**src/rtl/axis_ovs_arbiter.sv**
```systemverilog
`default_nettype none
// ============================================================================
// Module   : axis_ovs_arbiter
// Purpose  : Frame-aware round-robin arbiter that shares one 1-bit AXI-Stream
//            oversampler input between two sample sources. Ownership changes
//            only on 4-sample symbol-group boundaries, and a frame that
//            exceeds MAX_SYMBOLS groups is cut short by one extra group
//            carrying a forced tlast.
// Revision : 1.0 - initial release
// ----------------------------------------------------------------------------
// Ports
//   i_clk            : clock, rising edge
//   i_rst_n          : asynchronous active-low reset
//   s0_axis_*        : sample source 0 (tdata, tvalid, tlast in / tready out)
//   s1_axis_*        : sample source 1 (tdata, tvalid, tlast in / tready out)
//   m_axis_*         : stream to the oversampler (tdata, tvalid, tlast,
//                      tuser out / tready in)
//   i_mask[1:0]      : bit k excludes source k from new grants
//   o_grant[1:0]     : one-hot current owner, 2'b00 while idle
//   o_trunc          : one-cycle pulse after a truncated frame's last beat
// Parameters
//   MAX_SYMBOLS      : complete groups a grant may hold before truncation
//                      (must be at least 1)
// ============================================================================
module axis_ovs_arbiter #(
    parameter int MAX_SYMBOLS = 64
) (
    input  logic       i_clk,
    input  logic       i_rst_n,

    input  logic       s0_axis_tdata,
    input  logic       s0_axis_tvalid,
    input  logic       s0_axis_tlast,
    output logic       s0_axis_tready,

    input  logic       s1_axis_tdata,
    input  logic       s1_axis_tvalid,
    input  logic       s1_axis_tlast,
    output logic       s1_axis_tready,

    output logic       m_axis_tdata,
    output logic       m_axis_tvalid,
    output logic       m_axis_tlast,
    output logic       m_axis_tuser,
    input  logic       m_axis_tready,

    input  logic [1:0] i_mask,
    output logic [1:0] o_grant,
    output logic       o_trunc
);

    // ------------------------------------------------------------------------
    // Constants
    // ------------------------------------------------------------------------
    // Wide enough to hold MAX_SYMBOLS itself, so the counter can sit at the
    // limit while the truncation group is sent.
    localparam int SYM_W = $clog2(MAX_SYMBOLS + 1);

    localparam logic [SYM_W-1:0] c_MAX_SYM = SYM_W'(MAX_SYMBOLS);
    localparam logic [SYM_W-1:0] c_SYM_ONE = SYM_W'(1);

    localparam logic [1:0] c_ST_IDLE  = 2'd0;
    localparam logic [1:0] c_ST_BUSY  = 2'd1;
    localparam logic [1:0] c_ST_TRUNC = 2'd2;

    localparam logic [1:0] c_PHASE_LAST = 2'd3;
    localparam logic [2:0] c_LAST_MAJ   = 3'd3;

    // ------------------------------------------------------------------------
    // State
    // ------------------------------------------------------------------------
    logic [1:0]       r_state;
    // Doubles as the current owner while active and as the "last granted"
    // memory for round-robin tie breaking while idle.
    logic             r_owner;
    logic [1:0]       r_phase;
    logic [2:0]       r_last_cnt;
    logic [SYM_W-1:0] r_sym_cnt;
    logic             r_trunc;

    // ------------------------------------------------------------------------
    // Combinational selection of the owning source
    // ------------------------------------------------------------------------
    logic             w_active;
    logic             w_in_trunc;
    logic             w_src_valid;
    logic             w_src_data;
    logic             w_src_last;
    logic             w_beat;
    logic [1:0]       w_elig;
    logic             w_pick;
    logic [2:0]       w_last_total;
    logic [SYM_W-1:0] w_sym_next;
    logic             w_group_done;

    assign w_active   = (r_state != c_ST_IDLE);
    assign w_in_trunc = (r_state == c_ST_TRUNC);

    assign w_src_valid = r_owner ? s1_axis_tvalid : s0_axis_tvalid;
    assign w_src_data  = r_owner ? s1_axis_tdata  : s0_axis_tdata;
    assign w_src_last  = r_owner ? s1_axis_tlast  : s0_axis_tlast;

    // Everything is gated by w_active, so the stream collapses to zero the
    // instant reset drops the state back to IDLE, without waiting for a clock.
    assign m_axis_tvalid = w_active & w_src_valid;
    assign m_axis_tdata  = w_active & w_src_data;
    assign m_axis_tlast  = w_active & (w_in_trunc | w_src_last);
    assign m_axis_tuser  = 1'b0;

    assign s0_axis_tready = w_active & ~r_owner & m_axis_tready;
    assign s1_axis_tready = w_active &  r_owner & m_axis_tready;

    assign o_grant = {w_active & r_owner, w_active & ~r_owner};
    assign o_trunc = r_trunc;

    assign w_beat       = m_axis_tvalid & m_axis_tready;
    assign w_group_done = w_beat & (r_phase == c_PHASE_LAST);

    // ------------------------------------------------------------------------
    // Arbitration: a lone eligible source wins outright; on a tie the source
    // that did not hold the previous grant wins.
    // ------------------------------------------------------------------------
    assign w_elig = {s1_axis_tvalid & ~i_mask[1], s0_axis_tvalid & ~i_mask[0]};
    assign w_pick = (&w_elig) ? ~r_owner : w_elig[1];

    // tlast count for the group including the beat being accepted now; the
    // group ends the frame when at least 3 of its 4 samples carry tlast.
    assign w_last_total = r_last_cnt + {2'b00, w_src_last};
    assign w_sym_next   = r_sym_cnt + c_SYM_ONE;

    // ------------------------------------------------------------------------
    // Sequential control
    // ------------------------------------------------------------------------
    always_ff @(posedge i_clk or negedge i_rst_n) begin
        if (!i_rst_n) begin
            r_state    <= c_ST_IDLE;
            r_owner    <= 1'b1;
            r_phase    <= 2'd0;
            r_last_cnt <= 3'd0;
            r_sym_cnt  <= '0;
            r_trunc    <= 1'b0;
        end else begin
            r_trunc <= 1'b0;
            case (r_state)
                c_ST_IDLE: begin
                    if (|w_elig) begin
                        r_state    <= c_ST_BUSY;
                        r_owner    <= w_pick;
                        r_phase    <= 2'd0;
                        r_last_cnt <= 3'd0;
                        r_sym_cnt  <= '0;
                    end
                end

                c_ST_BUSY: begin
                    if (w_group_done) begin
                        r_phase    <= 2'd0;
                        r_last_cnt <= 3'd0;
                        // End of frame takes priority over the symbol limit,
                        // so a frame closing exactly at the limit is not
                        // truncated.
                        if (w_last_total >= c_LAST_MAJ) begin
                            r_state <= c_ST_IDLE;
                        end else begin
                            r_sym_cnt <= w_sym_next;
                            if (w_sym_next == c_MAX_SYM) begin
                                r_state <= c_ST_TRUNC;
                            end
                        end
                    end else if (w_beat) begin
                        r_phase    <= r_phase + 2'd1;
                        r_last_cnt <= w_last_total;
                    end
                end

                c_ST_TRUNC: begin
                    // One full group with tlast forced; source tlast is
                    // ignored and the counter stays parked at the limit.
                    if (w_group_done) begin
                        r_state <= c_ST_IDLE;
                        r_phase <= 2'd0;
                        r_trunc <= 1'b1;
                    end else if (w_beat) begin
                        r_phase <= r_phase + 2'd1;
                    end
                end

                default: begin
                    r_state <= c_ST_IDLE;
                end
            endcase
        end
    end

endmodule
`default_nettype wire
```
**config.mk**
```make
export PLATFORM = sky130hd
export DESIGN_NAME = axis_ovs_arbiter
export DESIGN_NICKNAME = d
export VERILOG_FILES = /design/src/rtl/axis_ovs_arbiter.sv
export SDC_FILE = /design/constraint.sdc
export NUM_CORES = 1
export LEC_CHECK = 0
export ABC_AREA = 1
export BUFFER_PORTS_ARGS = -buffer_cell sky130_fd_sc_hd__clkbuf_2
export CAP_MARGIN = 20
export CORE_UTILIZATION = 58
export DETAILED_ROUTE_END_ITERATION = 8
export HOLD_SLACK_MARGIN = 0.03
export PLACE_DENSITY = 0.83
export SLEW_MARGIN = 40
export SYNTH_ARGS = -nofsm -noshare
export SYNTH_HDL_FRONTEND = slang
export SYNTH_SLANG_ARGS = --single-unit
```
**constraint.sdc**
```tcl
create_clock -name i_clk -period 3.57 [get_ports i_clk]
set_input_delay 0.8925 -clock i_clk [delete_from_list [all_inputs] [get_ports i_clk]]
set_output_delay 0.8925 -clock i_clk [all_outputs]
set_load 0.01 [all_outputs]
```
* Word-level counts from Yosys, hierarchy flattened
Cells that the tools add are included.
Storage, ports and cells: flip-flop bits (word level) 16, output and inout port bits 9, logic and storage cells 72
Operators by class: add/subtract/negate cells 3, $lt $le $gt $ge 1, equality and inequality tests 11, muxes and demuxes 24, bitwise logic cells 15, reductions and logical operators 12
Operators with widths (number):
- 7-bit 2-to-1 mux | 3
- 2-bit 2-to-1 mux | 8
- 7-bit case mux with 2 select lines | 1
- 1-bit AND | 11
- 3-bit 2-to-1 mux | 3
- 4-bit AND reduction | 2
- 7-bit by 1-bit adder with 7-bit output (second input constant) | 1
- 7-bit == test (second input constant) | 1
- 1-bit 2-to-1 mux | 6
- 2-bit != test (second input constant) | 3
- 3-bit != test (second input constant) | 2
- 2-bit case mux with 3 select lines | 1
- 3-bit case mux with 2 select lines | 1
- 3-bit AND reduction | 2
- 2-bit nonzero test | 3
- 2-bit == test (second input constant) | 2
- 2-bit case mux with 2 select lines | 1
- 2-bit AND reduction | 2
- 2-bit OR reduction | 2
- 3-bit by 1-bit adder with 3-bit output | 1
- 3-bit by 2-bit greater-or-equal comparator with 1-bit output (second input constant) | 1
- 3-bit by 1-bit != test with 1-bit output (second input constant) | 1
- 1-bit inverter | 3
- 2-bit by 1-bit adder with 2-bit output (second input constant) | 1
- 4 further kinds | 4

* Longest topological paths before layout
Gate-level depths: netlist (run 1).
depth in word-level cells 6, gate-level depth with buffers 12

* Worst setup path before layout (run 1)
Ideal clock, no wire load.
path kind input to register, start point input port s0_axis_tlast, end point register r_sym_cnt[0], library setup time 0.123 ns, arrival time 2.027 ns, path slack 1.419 ns, stages on the path 10, path through nand2_1 -> nand2_1 -> ha_1 -> ha_1 -> xnor2_1 -> nand2_1 -> a21oi_1 -> nand2_4 -> nand2_1 -> o21ai_1
Between the ends: longest elaborated chain between the ends 5
RTL lines:
- start: declaration | RTL line 33 | input logic s0_axis_tlast,
- 1-bit 2-to-1 mux | RTL line 101 | assign w_src_last = r_owner ? s1_axis_tlast : s0_axis_tlast;
- 3-bit by 1-bit adder with 3-bit output | RTL line 128 | assign w_last_total = r_last_cnt + {2'b00, w_src_last};
- 3-bit by 2-bit greater-or-equal comparator with 1-bit output | RTL line 162 | if (w_last_total >= c_LAST_MAJ) begin
- 2-bit != test (no line)
- 4-bit AND reduction (no line)
- end signal: assignment | RTL line 165 | r_sym_cnt <= w_sym_next;
- end: declaration | RTL line 78 | logic [SYM_W-1:0] r_sym_cnt;
Every way passes these cells. A chain may end at the register's enable or synchronous reset.

* Worst setup path after layout (run 1)
start point register r_state[0], end point output port m_axis_tdata
Between the ends: longest elaborated chain between the ends 2
RTL lines:
- start: declaration | RTL line 72 | logic [1:0] r_state;
- start signal: assignment | RTL line 136 | r_state <= c_ST_IDLE;
- start signal: assignment | RTL line 147 | r_state <= c_ST_BUSY;
- start signal: assignment | RTL line 163 | r_state <= c_ST_IDLE;
- 2-bit nonzero test | RTL line 96 | assign w_active = (r_state != c_ST_IDLE);
- 1-bit AND | RTL line 106 | assign m_axis_tdata = w_active & w_src_data;
- end: declaration | RTL line 41 | output logic m_axis_tdata,
Every way passes these cells.

==> flow_results.org, run 1 <==
** Job
- Max-Cap Viols :: 0

** Global routing
- The via count of the first global-routing pass came to 884.
- For this run the aggregate overflow at the end of global routing stands at 0.
- Pin count of the biggest net entering global routing :: 17
- Across every metal layer, demand over resource in global routing totals 0.2481.
- First-pass GRT wire length :: between 3000 and 4000 um
- Number of antenna violations at the first check in global routing :: 0

** STA
- Adding up every negative setup slack in the final design gives 0 ns.
- For the final database, setup skew stands at just under 0.01 ns.
- Count of final hold-check violations :: 0
- Ratio of final minimum period to clock period :: 0.7446
- Total count of max-transition violations in the final report :: 0
- Total setup violations reported at the end of the flow :: 0
- Max Clock Freq :: 0.3762 GHz
- Setup repair after global routing left no endpoint under its margin.
- Final worst path period need :: around 2.7 ns

** Logic synthesis
- Synthesis handed over a netlist of around 150 instances.
- Fraction of synthesized cell area taken by the top area cell type :: 0.3505
- Synth Area per Inst :: just over 7 sq um
- Synth async-reset ratio :: 1.000
- Counting instances in the post-synthesis netlist gives the leading cell types as sky130_fd_sc_hd__nand2_1 (49), sky130_fd_sc_hd__inv_1 (16), sky130_fd_sc_hd__dfrtp_1 (15), sky130_fd_sc_hd__nand3_1 (13), sky130_fd_sc_hd__nor2_1 (11).
- Number of register bits inferred by synthesis :: 16
- Biggest area contributors in the synthesized netlist :: sky130_fd_sc_hd__dfrtp_1 (35%), sky130_fd_sc_hd__nand2_1 (17%), sky130_fd_sc_hd__ha_1 (9.3%), sky130_fd_sc_hd__nand3_1 (6.1%), sky130_fd_sc_hd__inv_1 (5.6%)
- The number of nets in the synthesized netlist is 167.
- The mapped netlist covers 1071 sq um.
- For this run, the register share of the synthesized area comes to 0.3750.
- Largest area contributor in the synthesized netlist :: sky130_fd_sc_hd__dfrtp_1
- In this run, distinct cell masters in the synthesized netlist total 25.
- Post-synth EDFFs :: 0
- Count of yosys warnings during synthesis :: 0
- Among all cell types in the netlist, the one instantiated most often is sky130_fd_sc_hd__nand2_1.
- Among all flip-flop cells after synthesis, the most frequent one is sky130_fd_sc_hd__dfrtp_1.

** Final layout
- The sequential cells in the finished layout cover a total of between 400 and 500 sq um.
- Final net count :: between 150 and 200
- Post-route core utilization :: 0.7072
- Area growth from synthesis to final layout :: 14.02%
- ANT cells :: 0
- Share of post-route cells with drive strength above 1 :: 0.2012
- Fill cells in the final layout number ~140.
- Summing all multi-input logic gate instances after layout gives ~590 sq um.

** Pwr
- Of the total power, the share spent switching nets is 0.4773.
- In this run the static leakage power is roughly 0.7 nW.
- The worst-case IR drop observed on VDD is about 550 uV.
- Switching power :: a little over 0.0004 W
- Power density over cell area :: slightly above 700 nW/um^2
- Part of the power in combinational logic :: 0.545
- Of the total power, the clock network draws 0.140.
- Internal portion of total power :: ~0.00045 W
- Of the total power, registers draw 0.315.

** Clock tree
- Count of cells resized by post-cts repair :: 0
- Reg clk slew, reported paths :: ~0.1 ns
- Clock latency of the later-clocked register in the worst-skew pair :: around 0.30 ns
- After clock tree synthesis, the setup repair step added 0 buffers.
- In this run the number of H-tree levels came out at 1.
- The root buffer cell chosen for the clock tree is sky130_fd_sc_hd__clkbuf_4.
- The clock drives 16 sinks.
- TritonCTS built the clock tree.
- Hold repair after CTS inserted 0 buffers.
- In this run, CTS created clock tree buffers numbering 3.
- In this run the deepest clock path goes through 2 buffers.

** Die
- The die is about 45 um tall.
- In this run the horizontal extent of the chip is 44.97 um.
- Effective utilization at floorplan :: 0.6203
- Placeable core area :: ~1700 sq um
- The die covers roughly 2000 sq um.
- I/O Pins :: 20
- Number of placement rows :: 15

** Setup path
- Critical path destination :: m_axis_tdata
- Critical Path Source Type :: flip-flop
- Reg2Reg Launch Point :: r_owner
- Launching element of the worst setup path :: r_state[0]
- The endpoint identified for the worst register-to-register timing path is r_sym_cnt[2].
- Setup slack of the worst register-to-register path :: ~1.5 ns
- Path type of the worst setup path :: reg2out
- Of all nets on the critical path, the largest fanout is 6.
- Worst EP required :: around 2.7 ns
- Worst EP arrival :: 1.77 ns
- Count of cells along the worst register-to-register path :: 11
- Sort of element at the end of the critical path :: output port

** Hold path
- The worst hold path belongs to the class in2async.

** Status
- The run finished with clean final reports.

** Routing
- In this run, the number of DRC markers left after iteration 0 of detailed routing was 23.
- The routed layout has a little under 1000 vias.
- In this run the remaining antenna-violating nets after routing total 0.
- Average wire length per cell after detail routing :: between 10 and 15 um
- Detailed-route wire length :: 2249 um
- DRC violation count after routing :: 0
- First-pass iteration count of the detailed router :: 4
- Dividing the detail-routed via count by the number of cells gives 5.052.

** Place
- Buffers placed on the I/O ports in this run total 18.
- Detail Placement HPWL :: about 1800 um
- Routability-driven placement finished with a final weighted congestion of about 0.75.
-- cells by family after synthesis --
group	after synthesis	share of synthesized area
other	1	0.003501
AND/OR/NAND/NOR	83	0.3458
flip-flops	16	0.3750
AO/OA/AOI/OAI	19	0.1005
XOR/XNOR	1	0.008179
adder cells (fa/ha/maj)	8	0.09346
buffers and inverters	20	0.07360
-- how the worst min path moves through the flow --
stage               start       endpoint  slack, ns
2_1_floorplan  r_phase[1]     r_phase[1]       0.46
3_3_place_gp   r_phase[1]     r_phase[1]       0.47
4_1_cts           i_rst_n  r_last_cnt[1]       0.51
3_5_place_dp   r_phase[1]     r_phase[1]       0.50
5_1_grt           i_rst_n  r_last_cnt[1]       0.51
6_report          i_rst_n  r_last_cnt[1]       0.49
-- layout make-up --
type | count | area share
tap | 25 | 0.02561
timing repair buffer | 18 | 0.07377
multi-input combinational | 112 | 0.4836
clock buffer | 4 | 0.02971
inverter | 19 | 0.05840
sequential | 16 | 0.3289
-- power groups by stage --
stage / combinational (W) / clock, W / sequential, W
CTS: 0.000469 / 0.000124 / 0.000271
finish: 0.000470 / 0.000121 / 0.000272
floorplan: 0.000353 / 0 / 0.000261
detailed placement: 0.000463 / 0 / 0.000275
global route: 0.000527 / 0.000133 / 0.000278
global placement: 0.000441 / 0 / 0.000272
-- layer usage --
metal / track usage / part of all wire / vias up
met1: 0.3216 / 0.47 / 447
li1: - / - / 514
met3: 0.02400 / 0.019 / 5
met4: 0.09091 / 0.015 / 0
met2: 0.4261 / 0.50 / 14
met5: 0 / 0 / -
-- cells in the final DEF (no fill, tap or decap), drive strengths merged, types with 2 or more instances in the layout --
cell type	instances
nand2	52
clkbuf	22
inv	19
dfrtp	15
nand3	13
o21ai	12
nor2	11
ha	8
a21oi	4
nand3b	2
or2	2
nand4	2
-- critical path, stage by stage (launching register included) --
cell and delay (ns):
sky130_fd_sc_hd__dfrtp_1 0.45, sky130_fd_sc_hd__inv_1 0.11, sky130_fd_sc_hd__ha_1 0.31, sky130_fd_sc_hd__inv_2 0.10, sky130_fd_sc_hd__nand2_1 0.12, sky130_fd_sc_hd__inv_1 0.06
sky130_fd_sc_hd__a22o_1 0.20, sky130_fd_sc_hd__clkbuf_2 0.12
-- registers in the layout, summed over array words and instances, names as in the netlist --
signal,cells
o_trunc,1
r_last_cnt,3
r_state,2
r_owner,1
r_sym_cnt,7
r_phase,2
-- through the flow --
step / power [W] / hold slack, ns / instance area [sq um] / worst slack (ns) / std cells
after detailed placement: 0.0007380 / 0.5035 / 1185 / 1.191 / 190
after floorplan: 0.0006140 / 0.4570 / 1071 / 1.419 / 148
final: 0.0008628 / 0.4946 / 1221 / 0.9118 / 194
after global placement: 0.0007130 / 0.4723 / 1185 / 1.236 / 190
after CTS: 0.0008647 / 0.5117 / 1221 / 0.9213 / 194
after global routing: 0.0009384 / 0.5127 / 1221 / 0.7905 / 194
(Power assumes the default switching activity.)
==> run 2, diff against run 1 <==
--- a/config.mk
+++ b/config.mk
@@ -5,13 +5,14 @@
 export SDC_FILE = /design/constraint.sdc
 export NUM_CORES = 1
 export LEC_CHECK = 0
-export ABC_AREA = 1
+export ABC_AREA = 0
 export BUFFER_PORTS_ARGS = -buffer_cell sky130_fd_sc_hd__clkbuf_2
 export CAP_MARGIN = 20
-export CORE_UTILIZATION = 58
+export CORE_ASPECT_RATIO = 0.7
+export CORE_UTILIZATION = 50
 export DETAILED_ROUTE_END_ITERATION = 8
 export HOLD_SLACK_MARGIN = 0.03
-export PLACE_DENSITY = 0.83
+export PLACE_DENSITY = 0.75
 export SLEW_MARGIN = 40
 export SYNTH_ARGS = -nofsm -noshare
 export SYNTH_HDL_FRONTEND = slang
==> constraint.sdc (replaced) <==
create_clock -name i_clk -period 2.35 [get_ports i_clk]
set_input_delay 0.5875 -clock i_clk [delete_from_list [all_inputs] [get_ports i_clk]]
set_output_delay 0.5875 -clock i_clk [all_outputs]
set_load 0.01 [all_outputs]
==> run 2 against run 1 <==
Clock power grew 38%; synthesized cell count fell by 10%; core utilization decreased by 9.4 points; largest cell class unchanged; largest power group unchanged.
==> flow_results.org, run 2 <==
** Final layout
- The final cell count without fillers came to 183 (was 194).
- Most common cell after layout, fill and taps aside :: sky130_fd_sc_hd__clkbuf_2 (was sky130_fd_sc_hd__nand2_1)
- The number of inserted diodes was 0 (unchanged).
- Area used by multi-input combinational logic :: 764.5 sq um (was 590.6 sq um)
- Commonest non-fill, non-tap cells in the layout :: sky130_fd_sc_hd__clkbuf_2 (18), sky130_fd_sc_hd__dfrtp_1 (15), sky130_fd_sc_hd__nand2_1 (10), sky130_fd_sc_hd__nand3_1 (10), sky130_fd_sc_hd__nor2_1 (9) (was sky130_fd_sc_hd__nand2_1 (49), sky130_fd_sc_hd__clkbuf_2 (18), sky130_fd_sc_hd__inv_1 (16))
- The most flop-heavy register is r_sym_cnt (unchanged).
- The share of final-layout standard cells stronger than drive strength 1 is 0.2715 (was 0.2012).
- The post-synthesis to final-layout area growth came to 11.22% (was 14.02%).
- Sequential cell area :: 401.6 sq um (unchanged)
- Max reg flops :: 7 (unchanged)
- Post-route core utilization :: 0.6130 (was 0.7072)
- Number of fillers in the final layout :: 201 (was 142)
- Final net count :: 171 (was 189)
- Registers with the most flip-flops :: r_sym_cnt x7, r_last_cnt x3 (unchanged)

** Routing
- Number of violations reported at the end of detailed-routing iteration 0 :: 74 (was 23)
- The count of vias placed by the detailed router came to 1107 (was 980).
- Detailed-route wire length :: 2829 um (was 2249 um)
- The vias per cell came to 6.049 (was 5.052).
- Count of antenna-violating nets left after detailed routing :: 0 (unchanged)
- The first-pass detailed-route iteration total was 4 (unchanged).
- The post-route DRC violation count came to 0 (unchanged).
- The average wire length per cell after detail routing is 15.46 um (was 11.59 um).

** Logic synthesis
- The fraction of synthesized cell area taken by the top area cell type is 0.3061 (was 0.3505).
- The warning count from the yosys run came to 0 (unchanged).
- Number of register bits inferred by synthesis :: 16 (unchanged)
- The register area share after synthesis is 0.3276 (was 0.3750).
- The number of unique standard cell types used by synthesis was 53 (was 25).
- The net count after synthesis came to 152 (was 167).
- The biggest area consumer among synthesized cells is sky130_fd_sc_hd__dfrtp_1 (unchanged).
- The post-synthesis cell count was 133 (was 148).
- Dominant synthesized flop cell :: sky130_fd_sc_hd__dfrtp_1 (unchanged)
- The fraction of registers with async set/reset came to 1.000 (unchanged).
- The number of flops mapped to enable cells by yosys was 0 (unchanged).
- Biggest area contributors in the synthesized netlist :: sky130_fd_sc_hd__dfrtp_1 (31%), sky130_fd_sc_hd__ha_1 (8.2%), sky130_fd_sc_hd__nand3_1 (4.5%), sky130_fd_sc_hd__nand2_1 (3.1%), sky130_fd_sc_hd__o21ai_0 (2.9%) (was sky130_fd_sc_hd__dfrtp_1 (35%), sky130_fd_sc_hd__nand2_1 (17%), sky130_fd_sc_hd__ha_1 (9.3%), sky130_fd_sc_hd__nand3_1 (6.1%), sky130_fd_sc_hd__inv_1 (5.6%))
- The leading cell type by number of instances after synthesis was sky130_fd_sc_hd__dfrtp_1 (was sky130_fd_sc_hd__nand2_1).
- Leading post-synthesis cells by instance count :: sky130_fd_sc_hd__dfrtp_1 (15), sky130_fd_sc_hd__nand3_1 (11), sky130_fd_sc_hd__nand2_1 (10), sky130_fd_sc_hd__nor2_1 (9), sky130_fd_sc_hd__ha_1 (8) (was sky130_fd_sc_hd__nand2_1 (49), sky130_fd_sc_hd__inv_1 (16), sky130_fd_sc_hd__dfrtp_1 (15), sky130_fd_sc_hd__nand3_1 (13), sky130_fd_sc_hd__nor2_1 (11))
- The post-synthesis area per instance is 9.219 sq um (was 7.237 sq um).
- Post-synthesis cell area :: 1226 sq um (was 1071 sq um)

** Pwr
- The power share of the sequential group is 0.318 (was 0.315).
- Lkg Pwr :: 0.6143 nW (was 0.7025 nW)
- The clock network power share came to 0.115 (was 0.140).
- The fraction of power spent switching nets was 0.4423 (was 0.4773).
- The share of total power in combinational logic came to 0.568 (was 0.545).
- The power density normalized to cell area was 1069 nW/um^2 (was 706.6 nW/um^2).
- Maximum vdd ir drop :: 553.8 uV (was 549.6 uV)
- The cell-internal power is 0.0008128 W (was 0.0004510 W).
- Switching power :: 0.0006446 W (was 0.0004119 W)

** Setup path
- The kind of critical path is reg2reg (was reg2out).
- WP buf/inv :: 0 (was 4)
- The cell with the biggest individual delay on the critical path is sky130_fd_sc_hd__dfstp_2 (was sky130_fd_sc_hd__dfrtp_1).
- Ordered cell list for the critical path: mux2_2 > ha_1 > ha_1 > xnor2_2 > and3_2 > a31oi_1 > a311oi_1 (was inv_1 > ha_1 > inv_2 > nand2_1 > inv_1 > a22o_1 > clkbuf_2).
- Cell class contributing the biggest share of worst-path delay :: flip-flops (unchanged)
- The largest stage delay on the critical path is 0.56 ns (was 0.45 ns).
- The type of origin of the critical path is a flip-flop (unchanged).
- Sort of element at the end of the critical path :: flip-flop (was output port)
- The cell occurring most often along the worst timing path is sky130_fd_sc_hd__ha_1 (was sky130_fd_sc_hd__inv_1).
- Highest net fanout along the worst path :: 6 (unchanged)
- The required time of the critical path was 2.56 ns (was 2.68 ns).
- Worst EP arrival :: 2.47 ns (was 1.77 ns)

** Place
- The number of cells after detailed placement came to 179 (was 190).
- The detailed-placement wirelength estimate is 2159 um (was 1765 um).
- Final RePlAce weighted congestion :: 0.9565 (was 0.7540)
- Count of input and output buffers :: 18 (unchanged)

** STA
- Total setup violations reported at the end of the flow :: 0 (unchanged)
- Count of final hold-check violations :: 0 (unchanged)
- Fin Setup TNS :: 0 ns (unchanged)
- Based on the critical path, the design can be clocked at up to about 0.44 GHz.
- Total count of max-transition violations in the final report :: 0 (unchanged)
- RSZ-0062 raised after global routing :: no (unchanged)
- Final worst path period need :: ~2.3 ns
- Final worst clock skew :: 0.0008974 ns (was 0.009738 ns)
- Ratio of final minimum period to clock period :: 0.9588

** Die
- The core box area was 2225 sq um (was 1727 sq um).
- Height of the chip :: 43.43 um (was 44.97 um)
- Die outline area :: 2657 sq um (was 2022 sq um)
- Horizontal die dimension :: 61.19 um (was 44.97 um)
- I/O Pins :: 20 (unchanged)
- The number of core rows came to 14 (was 15).
- The starting density of the core was 0.5512 (was 0.6203).

** Clock tree
- Clock Tree Buf Depth :: 2 (unchanged)
- Root cell of the clock tree :: sky130_fd_sc_hd__clkbuf_4 (unchanged)
- The number of buffers inserted during clock tree synthesis was 3 (unchanged).
- The clock latency at the later pin of the worst-skew pair is 0.30 ns (about the same).
- Clock tree from TritonCTS :: done (unchanged)
- The maximum level of the CTS H-tree is 1 (unchanged).
- The post-CTS setup buffer count is 0 (unchanged).
- The sink count of the clock tree was 16 (unchanged).
- The CTS clock-pin slew for the worst setup and hold paths came to 0.10 ns (about the same).

** Job
- Max-Cap Viols :: 0 (unchanged)

** Global routing
- Pin count of the biggest net entering global routing :: 17 (unchanged)
- First-pass GRT wire length :: 4491 um (was 3670 um)
- Number of global-route vias before repair :: 958 (was 884)
- GR Util All Layers :: 0.2379 (was 0.2481)
- The remaining global-route overflow came to 0 (unchanged).
- The initial antenna violation count was 0 (unchanged).

** Hold path
- Worst Hold Class :: in2async (unchanged)

** Status
- Status :: complete, no violations (unchanged)
## run 2: final cells by class
type,instances,area share
clock buffers,4,0.01927
inverters,7,0.01927
multi-input cells,104,0.5605
flip-flops and latches,16,0.2945
well taps,32,0.02936
repair buffers,20,0.07706
## run 2: per-layer routing
| metal | GRT usage | vias to the layer above | wire, um |
|---|---|---|---|
| met3 | 0.05672 | 7 | 196 |
| li1 | - | 534 | - |
| met5 | 0 | - | 0 |
| met1 | 0.3527 | 522 | 1400 |
| met4 | 0.08182 | 0 | 44 |
| met2 | 0.3370 | 44 | 1187 |
## run 2: power groups by stage
stage                     clock network (W)  registers, W  logic [W]
final                              0.000167      0.000463   0.000827
after global routing               0.000178      0.000475   0.000926
after CTS                          0.000166      0.000458   0.000798
after detailed placement                  0      0.000465   0.000794
after global placement                    0      0.000460   0.000772
after floorplan                           0      0.000435   0.000629
## run 2: final timing paths
path                               start            end  slack (ns)  cells past startpoint
hold reg to reg            r_last_cnt[1]  r_last_cnt[1]        0.53                      1
hold / removal                   i_rst_n  r_last_cnt[2]        0.20                      1
min in group i_clk         r_last_cnt[1]  r_last_cnt[1]        0.53                      1
max in group asynchronous        i_rst_n        r_owner        1.83                      1
setup / recovery                 r_owner   r_sym_cnt[3]         0.1                      7
setup reg to reg                 r_owner   r_sym_cnt[3]         0.1                      7
## run 2: repair_timing
item                                    4_1_cts  5_1_grt
gates resized for setup                       0        5
hold buffers                                  0        0
endpoints found under the setup margin        0        8
## run 2: cell families (layout without fill, tap and decap cells)
| logic type | count (synthesis) | count (layout) | synth area share |
|---|---|---|---|
| buf+inv | 13 | 31 | 0.06224 |
| fa+ha+maj | 8 | 8 | 0.08164 |
| compound gates | 33 | 33 | 0.2031 |
| xor+xnor | 2 | 2 | 0.01429 |
| other cells | 1 | 1 | 0.003058 |
| flops | 16 | 16 | 0.3276 |
| mux | 5 | 5 | 0.04999 |
| simple gates | 55 | 55 | 0.2582 |
## run 2: per-stage QoR
step	hold slack, ns	instance area [sq um]	setup WS, ns	power [W]
detailed placement	0.5060	1321	0.02191	0.001259
floorplan	0.2919	1226	0.1203	0.001064
CTS	0.2175	1348	0.06476	0.001422
finish	0.1972	1364	0.09686	0.001457
global route	0.2298	1364	0.002948	0.001578
global placement	0.5056	1321	0.03121	0.001232
